**src/rtl/hazard_stall_ctrl_pkg.sv**
```systemverilog
`default_nettype none
// ============================================================================
// Module  : hazard_stall_ctrl_pkg
// Purpose : Shared state encodings, register-index constants and the
//           load-use compare used by the hazard/stall sequencer.
// Rev     : 1.0  initial release
// ============================================================================
package hazard_stall_ctrl_pkg;

    // Sequencer state, explicit 2-bit encoding
    typedef logic [1:0] state_t;

    localparam state_t     c_ST_RUN     = 2'd0;
    localparam state_t     c_ST_LDSTALL = 2'd1;
    localparam state_t     c_ST_MEMWAIT = 2'd2;

    // X31 as a destination is XZR: writes are discarded, so it never hazards
    localparam logic [4:0] c_XZR_IDX    = 5'd31;

    // Remaining load-stall cycles never exceed 2 (LOAD_STALL_CYCLES <= 3)
    localparam int         c_LDCNT_W    = 2;

    // True when the ID instruction reads the register a load in EX will write
    function automatic logic isLoadUse(
        input logic       memRead,
        input logic [4:0] exRd,
        input logic [4:0] idRn,
        input logic [4:0] idRm,
        input logic       usesRm
    );
        return memRead && (exRd != c_XZR_IDX) &&
               ((exRd == idRn) || (usesRm && (exRd == idRm)));
    endfunction

endpackage
`default_nettype wire

```
**src/rtl/hazard_stall_ctrl_sat_counter.sv**
```systemverilog
`default_nettype none
// ============================================================================
// Module  : sat_counter
// Purpose : Up-counter that sticks at all-ones, with enable and an
//           asynchronous active-low clear.
// Rev     : 1.0  initial release
// ============================================================================
module sat_counter #(
    parameter int WIDTH = 16
) (
    input  logic             clk,
    input  logic             i_clrN,
    input  logic             i_en,
    output logic [WIDTH-1:0] o_count
);

    logic [WIDTH-1:0] r_count;

    // Count enabled cycles, holding at the maximum instead of wrapping
    always_ff @(posedge clk or negedge i_clrN) begin
        if (!i_clrN) begin
            r_count <= '0;
        end else if (i_en && (r_count != {WIDTH{1'b1}})) begin
            r_count <= r_count + 1'b1;
        end
    end

    assign o_count = r_count;

endmodule
`default_nettype wire

```
**src/rtl/hazard_stall_ctrl.sv**
```systemverilog
`default_nettype none
// ============================================================================
// Module  : hazard_stall_ctrl
// Purpose : Hazard and stall sequencer beside the ID stage. Injects load-use
//           bubbles, holds the whole pipe during data-memory waits and
//           flushes the younger stages when a branch resolves taken in MEM.
// Rev     : 1.0  initial release
// ============================================================================
module hazard_stall_ctrl
    import hazard_stall_ctrl_pkg::*;
#(
    parameter int LOAD_STALL_CYCLES = 1,
    parameter int MEM_TIMEOUT       = 64,
    parameter int CNT_W             = 16
) (
    input  logic             clk,
    input  logic             rst_n,
    input  logic             IDEX_MemRead,
    input  logic [4:0]       IDEX_Rd,
    input  logic [4:0]       IFID_Rn,
    input  logic [4:0]       IFID_Rm,
    input  logic             IFID_UsesRm,
    input  logic             BranchTaken,
    input  logic             MemBusy,
    output logic             Stall,
    output logic             PCWrite,
    output logic             IFIDWrite,
    output logic             PipeHold,
    output logic             FlushIFID,
    output logic             FlushIDEX,
    output logic             FlushEXMEM,
    output logic [CNT_W-1:0] StallCount,
    output logic             MemTimeout
);

    localparam int                    c_BUSY_W  = $clog2(MEM_TIMEOUT + 1);
    localparam logic [c_BUSY_W-1:0]   c_BUSY_MAX = c_BUSY_W'(MEM_TIMEOUT);
    localparam logic [c_LDCNT_W-1:0]  c_LD_INIT  = c_LDCNT_W'(LOAD_STALL_CYCLES - 1);

    state_t                r_state;
    state_t                w_nextState;
    state_t                w_evalState;
    logic [c_LDCNT_W-1:0]  r_ldCnt;
    logic [c_LDCNT_W-1:0]  w_ldCntNext;
    logic [c_BUSY_W-1:0]   r_busyCnt;
    logic                  r_memTimeout;
    logic                  w_luh;
    logic                  w_cntEn;

    assign w_luh = isLoadUse(IDEX_MemRead, IDEX_Rd, IFID_Rn, IFID_Rm, IFID_UsesRm);

    // Leaving MEMWAIT, the same cycle behaves as the state being resumed
    assign w_evalState = (r_state == c_ST_MEMWAIT)
                       ? ((r_ldCnt != '0) ? c_ST_LDSTALL : c_ST_RUN)
                       : r_state;

    // State and remaining-bubble registers
    always_ff @(posedge clk or negedge rst_n) begin
        if (!rst_n) begin
            r_state <= c_ST_RUN;
            r_ldCnt <= '0;
        end else begin
            r_state <= w_nextState;
            r_ldCnt <= w_ldCntNext;
        end
    end

    // Next state and output decode; priority MemBusy > BranchTaken > load-use
    always_comb begin
        Stall       = 1'b0;
        PCWrite     = 1'b1;
        IFIDWrite   = 1'b1;
        PipeHold    = 1'b0;
        FlushIFID   = 1'b0;
        FlushIDEX   = 1'b0;
        FlushEXMEM  = 1'b0;
        w_nextState = c_ST_RUN;
        w_ldCntNext = r_ldCnt;

        if (!rst_n) begin
            // Keep the front end frozen and bubbles flowing while in reset
            Stall     = 1'b1;
            PCWrite   = 1'b0;
            IFIDWrite = 1'b0;
        end else if (MemBusy) begin
            // Freeze everything; a pending load stall resumes afterwards
            PipeHold    = 1'b1;
            PCWrite     = 1'b0;
            IFIDWrite   = 1'b0;
            w_nextState = c_ST_MEMWAIT;
        end else if (BranchTaken) begin
            // Younger instructions are wrong-path, so any load stall is moot
            FlushIFID   = 1'b1;
            FlushIDEX   = 1'b1;
            FlushEXMEM  = 1'b1;
            w_ldCntNext = '0;
        end else if (w_evalState == c_ST_LDSTALL) begin
            Stall     = 1'b1;
            PCWrite   = 1'b0;
            IFIDWrite = 1'b0;
            if (r_ldCnt <= c_LDCNT_W'(1)) begin
                w_ldCntNext = '0;
            end else begin
                w_ldCntNext = r_ldCnt - 1'b1;
                w_nextState = c_ST_LDSTALL;
            end
        end else if (w_luh) begin
            Stall     = 1'b1;
            PCWrite   = 1'b0;
            IFIDWrite = 1'b0;
            if (LOAD_STALL_CYCLES > 1) begin
                w_ldCntNext = c_LD_INIT;
                w_nextState = c_ST_LDSTALL;
            end
        end
    end

    // Consecutive busy-cycle counter and sticky timeout flag
    always_ff @(posedge clk or negedge rst_n) begin
        if (!rst_n) begin
            r_busyCnt    <= '0;
            r_memTimeout <= 1'b0;
        end else if (MemBusy) begin
            if (r_busyCnt != c_BUSY_MAX) begin
                r_busyCnt <= r_busyCnt + 1'b1;
            end
            if (r_busyCnt == (c_BUSY_MAX - 1'b1)) begin
                r_memTimeout <= 1'b1;
            end
        end else begin
            r_busyCnt <= '0;
        end
    end

    assign MemTimeout = r_memTimeout;
    assign w_cntEn    = Stall | PipeHold;

    sat_counter #(
        .WIDTH (CNT_W)
    ) u_stallCnt (
        .clk     (clk),
        .i_clrN  (rst_n),
        .i_en    (w_cntEn),
        .o_count (StallCount)
    );

endmodule
`default_nettype wire

```
**config.mk**
```make
export PLATFORM = sky130hd
export DESIGN_NAME = hazard_stall_ctrl
export DESIGN_NICKNAME = d
export VERILOG_FILES = /design/src/rtl/hazard_stall_ctrl_pkg.sv /design/src/rtl/hazard_stall_ctrl_sat_counter.sv /design/src/rtl/hazard_stall_ctrl.sv
export SDC_FILE = /design/constraint.sdc
export NUM_CORES = 1
export LEC_CHECK = 0
export BUFFER_PORTS_ARGS = -buffer_cell sky130_fd_sc_hd__buf_2
export CORE_UTILIZATION = 45
export DETAILED_ROUTE_END_ITERATION = 7
export PLACE_DENSITY = 0.74
export SYNTH_ARGS = -nofsm -noshare
export SYNTH_HDL_FRONTEND = slang
export SYNTH_SLANG_ARGS = --single-unit
```
**constraint.sdc**
```tcl
create_clock -name clk -period 2.4 [get_ports clk]
set_input_delay 0.48 -clock clk [delete_from_list [all_inputs] [get_ports clk]]
set_output_delay 0.48 -clock clk [all_outputs]
set_load 0.05 [all_outputs]
```
**Word-level counts from Yosys, hierarchy flattened**

Index checks and enable logic that the tools add are counted.

- Register bits: 28
- Input port bits: 21
- Output and inout bits: 24
- Word-level logic and storage cells: 56

- $add $sub $neg: 3
- Order comparisons: 1
- Equality and inequality tests: 9
- Muxes and demuxes: 27
- Bitwise gates (word level): 2
- Reduce and logical (&&, ||, !) cells: 9

Operator list:

| operator | number |
|---|---|
| $mux W1 | 19 |
| $add A16 B1 Y16 const B | 1 |
| $ne A16 B16 Y1 const B | 1 |
| $mux W7 | 2 |
| $mux W2 | 6 |
| $eq A5 B5 Y1 | 2 |
| $add A7 B1 Y7 const B | 1 |
| $eq A7 B6 Y1 const B | 1 |
| $ne A7 B7 Y1 const B | 1 |
| $ne A5 B5 Y1 const B | 1 |
| $logic_and A1 B1 Y1 | 4 |
| $reduce_bool A2 Y1 | 2 |
| $reduce_and A3 Y1 | 1 |
| $eq A2 B1 Y1 const B | 1 |
| $eq A2 B2 Y1 const B | 1 |
| $le A2 B1 Y1 const B | 1 |
| $ne A2 B1 Y1 const B | 1 |
| $reduce_and A2 Y1 | 1 |
| $sub A2 B1 Y2 const B | 1 |
| $logic_or A1 B1 Y1 | 1 |
| $not A1 Y1 | 1 |
| $or A1 B1 Y1 | 1 |

**Logic depth before layout (Yosys ltp)**

- Word-level depth: 11
- Depth in mapped cells: 8

**Hierarchy**

Synthesis repeated with hierarchy kept, for this count alone.

- Cells, all modules: 152
- Area total of the unflattened synthesis: 1652.8 um^2

By module, submodules not included:

| module | times used | cells an instance | area an instance (um^2) |
|---|---|---|---|
| sat_counter | 1 | 72 | 859.6 |
| hazard_stall_ctrl | 1 | 80 | 793.3 |

**Least setup slack after synthesis**

Ideal clock, no wire load.

- Kind: input to output
- Start point: input port IDEX_Rd[3]
- End point: output port Stall
- Arrival time: 2.398 ns
- Path slack: -0.478 ns
- Stages: 5
- Cell sequence: xor2_1 > nor4_1 > a32oi_1 > o21a_1 > o31ai_1

- Word-level cells in the longest chain between the ends: 9

Ends and longest elaborated chain:

| element | line | text |
|---|---|---|
| start, declared | hazard_stall_ctrl.sv:19 | `input logic [4:0] IDEX_Rd,` |
| $eq A5 B5 Y1 | hazard_stall_ctrl_pkg.sv:32 | `((exRd == idRn) \|\| (usesRm && (exRd == idRm)));` |
| $logic_and A1 B1 Y1 | hazard_stall_ctrl_pkg.sv:32 |  |
| $logic_or A1 B1 Y1 | hazard_stall_ctrl_pkg.sv:32 |  |
| $logic_and A1 B1 Y1 * | hazard_stall_ctrl_pkg.sv:31 | `return memRead && (exRd != c_XZR_IDX) &&` |
| $mux W1 * | hazard_stall_ctrl.sv:107 | `end else if (w_luh) begin` |
| $mux W1 * | hazard_stall_ctrl.sv:97 | `end else if (w_evalState == c_ST_LDSTALL) begin` |
| $mux W1 * | hazard_stall_ctrl.sv:91 | `end else if (BranchTaken) begin` |
| $mux W1 * | hazard_stall_ctrl.sv:85 | `end else if (MemBusy) begin` |
| $mux W1 * | hazard_stall_ctrl.sv:80 | `if (!rst_n) begin` |
| end, declared | hazard_stall_ctrl.sv:25 | `output logic Stall,` |

Mark *: on every way between the ends. The rest lies on a longest branch, timed or not.

**Worst setup path after layout**

- Start point: input port IFID_Rm[3]
- End point: output port Stall

- Word-level cells in the longest chain between the ends: 9

Ends and longest elaborated chain:

| element | line | text |
|---|---|---|
| start, declared | hazard_stall_ctrl.sv:21 | `input logic [4:0] IFID_Rm,` |
| $eq A5 B5 Y1 | hazard_stall_ctrl_pkg.sv:32 |  |
| $logic_and A1 B1 Y1 | hazard_stall_ctrl_pkg.sv:32 |  |
| $logic_or A1 B1 Y1 | hazard_stall_ctrl_pkg.sv:32 |  |
| $logic_and A1 B1 Y1 | hazard_stall_ctrl_pkg.sv:31 |  |
| $mux W1 | hazard_stall_ctrl.sv:107 |  |
| $mux W1 | hazard_stall_ctrl.sv:97 |  |
| $mux W1 | hazard_stall_ctrl.sv:91 |  |
| $mux W1 | hazard_stall_ctrl.sv:85 |  |
| $mux W1 | hazard_stall_ctrl.sv:80 |  |

No other way between the ends.

==> results.ini <==
[clock_tree]
cts_hold_buf=0
clk_latency_ns=0.33
h-tree-depth=1
numCtsBuffers=3
cts.clk_slew.worst_paths_ns=0.15
postCtsSetupRepairBufs=0
cts_tree=done
cts_buffer_depth=2
cts_root_buf=clkbuf_4
clock_sinks=28

[floorplanning]
die_h_um=59.93
die_x_um=59.93
ios=45
die_area_um2=3592
coreArea_um2=3128
row_count=20
initial_core_util_pct=48.28

[logic_synthesis]
synth_top_area_share_pct=46.40
synth-main-ff-cell=dfrtp_1
yosysSeqAreaShare_pct=46.40
synthArstFlopShare_pct=100.0
synth_top_cell_by_area=dfrtp_1
ys_ff_latch=28
synthTopCellsByArea=dfrtp_1 (46%), xnor2_1 (11%), xor2_1 (6.4%), and3_1 (5.0%), nand3_1 (4.3%)
yosysWarnings=0
synthCells=146
synth_edf_count=0
synth_cell_types=32
avgSynthCellArea_um2=10.34
syn-num-nets=170
synth_area_um2=1510

[detailed_routing]
drc=0
first_pass_iters=4
first_iter_violations=73
antenna_left=0
vias=1187
via_per_inst=5.051
avgRoutedWirePerCell_um=13.14
wl_mm=3.089

[setup_path]
critPathCapture=Stall
rr_worst_depth=7
critPathKind=input pin to output port
rrSetupSlack_ns=0.55
critPathLaunch=IFID_Rm[3]
endpoint_kind=output port
cp_cell_sequence=buf_6 -> xor2_2 -> nor4_2 -> a32oi_1 -> o21a_1 -> o31ai_2 -> buf_6
cp.arrival_ns=1.86
crit_path_frequent_cell=buf_6
startpoint_type=input pin
slowest_delay_ns=0.28
crit_cells=7
required_ns=1.92
r2r_end=u_stallCnt.o_count[1]
r2r-start=r_ldCnt[0]
crit_family=compound AO/OA/AOI/OAI gates
path_max_fanout=2
crit_slowest_cell=nor4_2
critPathBufInv=2

[cells_and_area]
final_cell_area_um2=1891
drive_above_1_share_pct=30.37
nets=216
final_cell_mix=buf_2 (39), dfrtp_1 (28), xnor2_1 (19)
final_common_cell=buf_2
seqCellArea_um2=700.7
finalNonFillerCells=235
antenna_cells=0
multiInputGateArea_um2=769.5
fillers=264
area_growth_pct=25.19

[timing]
worst_pin_slew_ns=0.4382
post-route-period-util_pct=97.63
hold_ws_ns=0.1401
drv_slew=0
clock_skew_ns=0.001038
slew_headroom_pct=70.73
finalCriticalPeriod_ns=2.343
max_freq_mhz=426.8
finalSetupViolations=0
hold_viol=0
rsz0062_at_grt=true

[placed_design]
gp_congestion=0.7312
dp_hpwl_mm=2.322
io_buffers=44
dpl-instance-area_um2=1784
placedCellCount=231

[flow_run]
cap_violations=0

[power_and_ir_drop]
power_density_nw_per_um2=782.5
peakVddDrop_v=0.0009185
total_power_uw=1479
p_leak_uw=0.0009284

[run_status]
status=finished, final reports clean

[grt]
grt_use_total_pct=18.50
grt_max_degree=31
antenna_found_initial=0
grt_overflow=0
grt_pass1_wl_mm=5.037
grt_pass1_vias=1130

[hold_path]
hold_path.class=input pin to asynchronous set/reset pin

## power breakdown
part / internal [µW] / switching (µW)
sequential: 542 / 81.5
combinational: 184 / 363
clock: 169 / 140
total: 896 / 584
## synthesized netlist by cell type (2+ instances only)
cell type  number
ha_1            3
nand3_1        13
nor2_1          4
dfrtp_1        28
a21oi_1         2
and2_1          8
xnor2_1        19
clkbuf_1        2
nand4_1         7
buf_4           3
nor2b_1         3
nand2_1         4
nor3_1          3
inv_1           5
o21ai_0         3
xor2_1         11
and3_1         12
o21a_1          2
## worst reg2reg max path, cell delays in order (launching register included)
cell and delay [ns]:
dfrtp_1 0.45, o211ai_1 0.19, o21a_2 0.20, o21a_1 0.22, o21ai_4 0.10, buf_12 0.18, nand2_1 0.11, mux2_4 0.30
## flip-flops by register name, summed over array words and instances (netlist names)
signal and cells:
r_busyCnt 7, r_state 2, MemTimeout 1, r_ldCnt 2
u_stallCnt.o_count 16
## per-stage QoR
stage | setup TNS [ns] | worst slack, ns | util [%]
2_1_floorplan | -0.1542 | -0.1067 | -
3_5_place_dp | -0.03960 | -0.02625 | 57.04
4_1_cts | -0.02954 | -0.01500 | 58.80
3_3_place_gp | 0 | 0.06395 | 57.04
6_report | 0 | 0.05696 | 60.44
5_1_grt | -0.2090 | -0.07302 | 60.44
## worst min path at each step
stage | start | to | depth (start not counted)
2_1_floorplan | rst_n | MemTimeout | 0
3_3_place_gp | MemTimeout | MemTimeout | 1
3_5_place_dp | MemTimeout | MemTimeout | 1
4_1_cts | rst_n | r_state[1] | 2
5_1_grt | rst_n | r_state[1] | 2
6_report | rst_n | r_state[1] | 2
## kinds of logic (layout without fill, tap and decap cells)
| logic type | count (synthesis) | count (layout) | synth area share (%) |
|---|---|---|---|
| and+or+nand+nor | 59 | 59 | 22.04 |
| xor gates and xnor gates | 30 | 30 | 17.40 |
| DFF | 28 | 28 | 46.40 |
| AOI/OAI and AO/OA | 14 | 14 | 6.712 |
| buffers and inverters | 11 | 56 | 3.977 |
| adders and majority gates | 3 | 3 | 2.486 |
| muxes | 1 | 1 | 0.9939 |
## layout make-up
type / count / area share, %
Tap cell: 44 / 2.912
Clock buffer: 3 / 1.191
Inverter: 5 / 0.9927
Multi-Input combinational cell: 107 / 40.70
Clock inverter: 1 / 1.588
Timing Repair Buffer: 47 / 15.55
Sequential cell: 28 / 37.06
## per-layer routing
| layer | wire length (µm) | global-route usage, % |
|---|---|---|
| met1 | 1372 | 24.24 |
| met2 | 1574 | 32.38 |
| met3 | 142 | 4.545 |
| met4 | 0 | 0.9967 |
| met5 | 0 | 0 |
## timing repair
item,CTS,global route
pin swaps,1,7
endpoints found under the hold margin,0,0
resized for setup,1,16
setup endpoints to repair,3,3
cloned,0,0
Power figures use the tool's default switching activity.
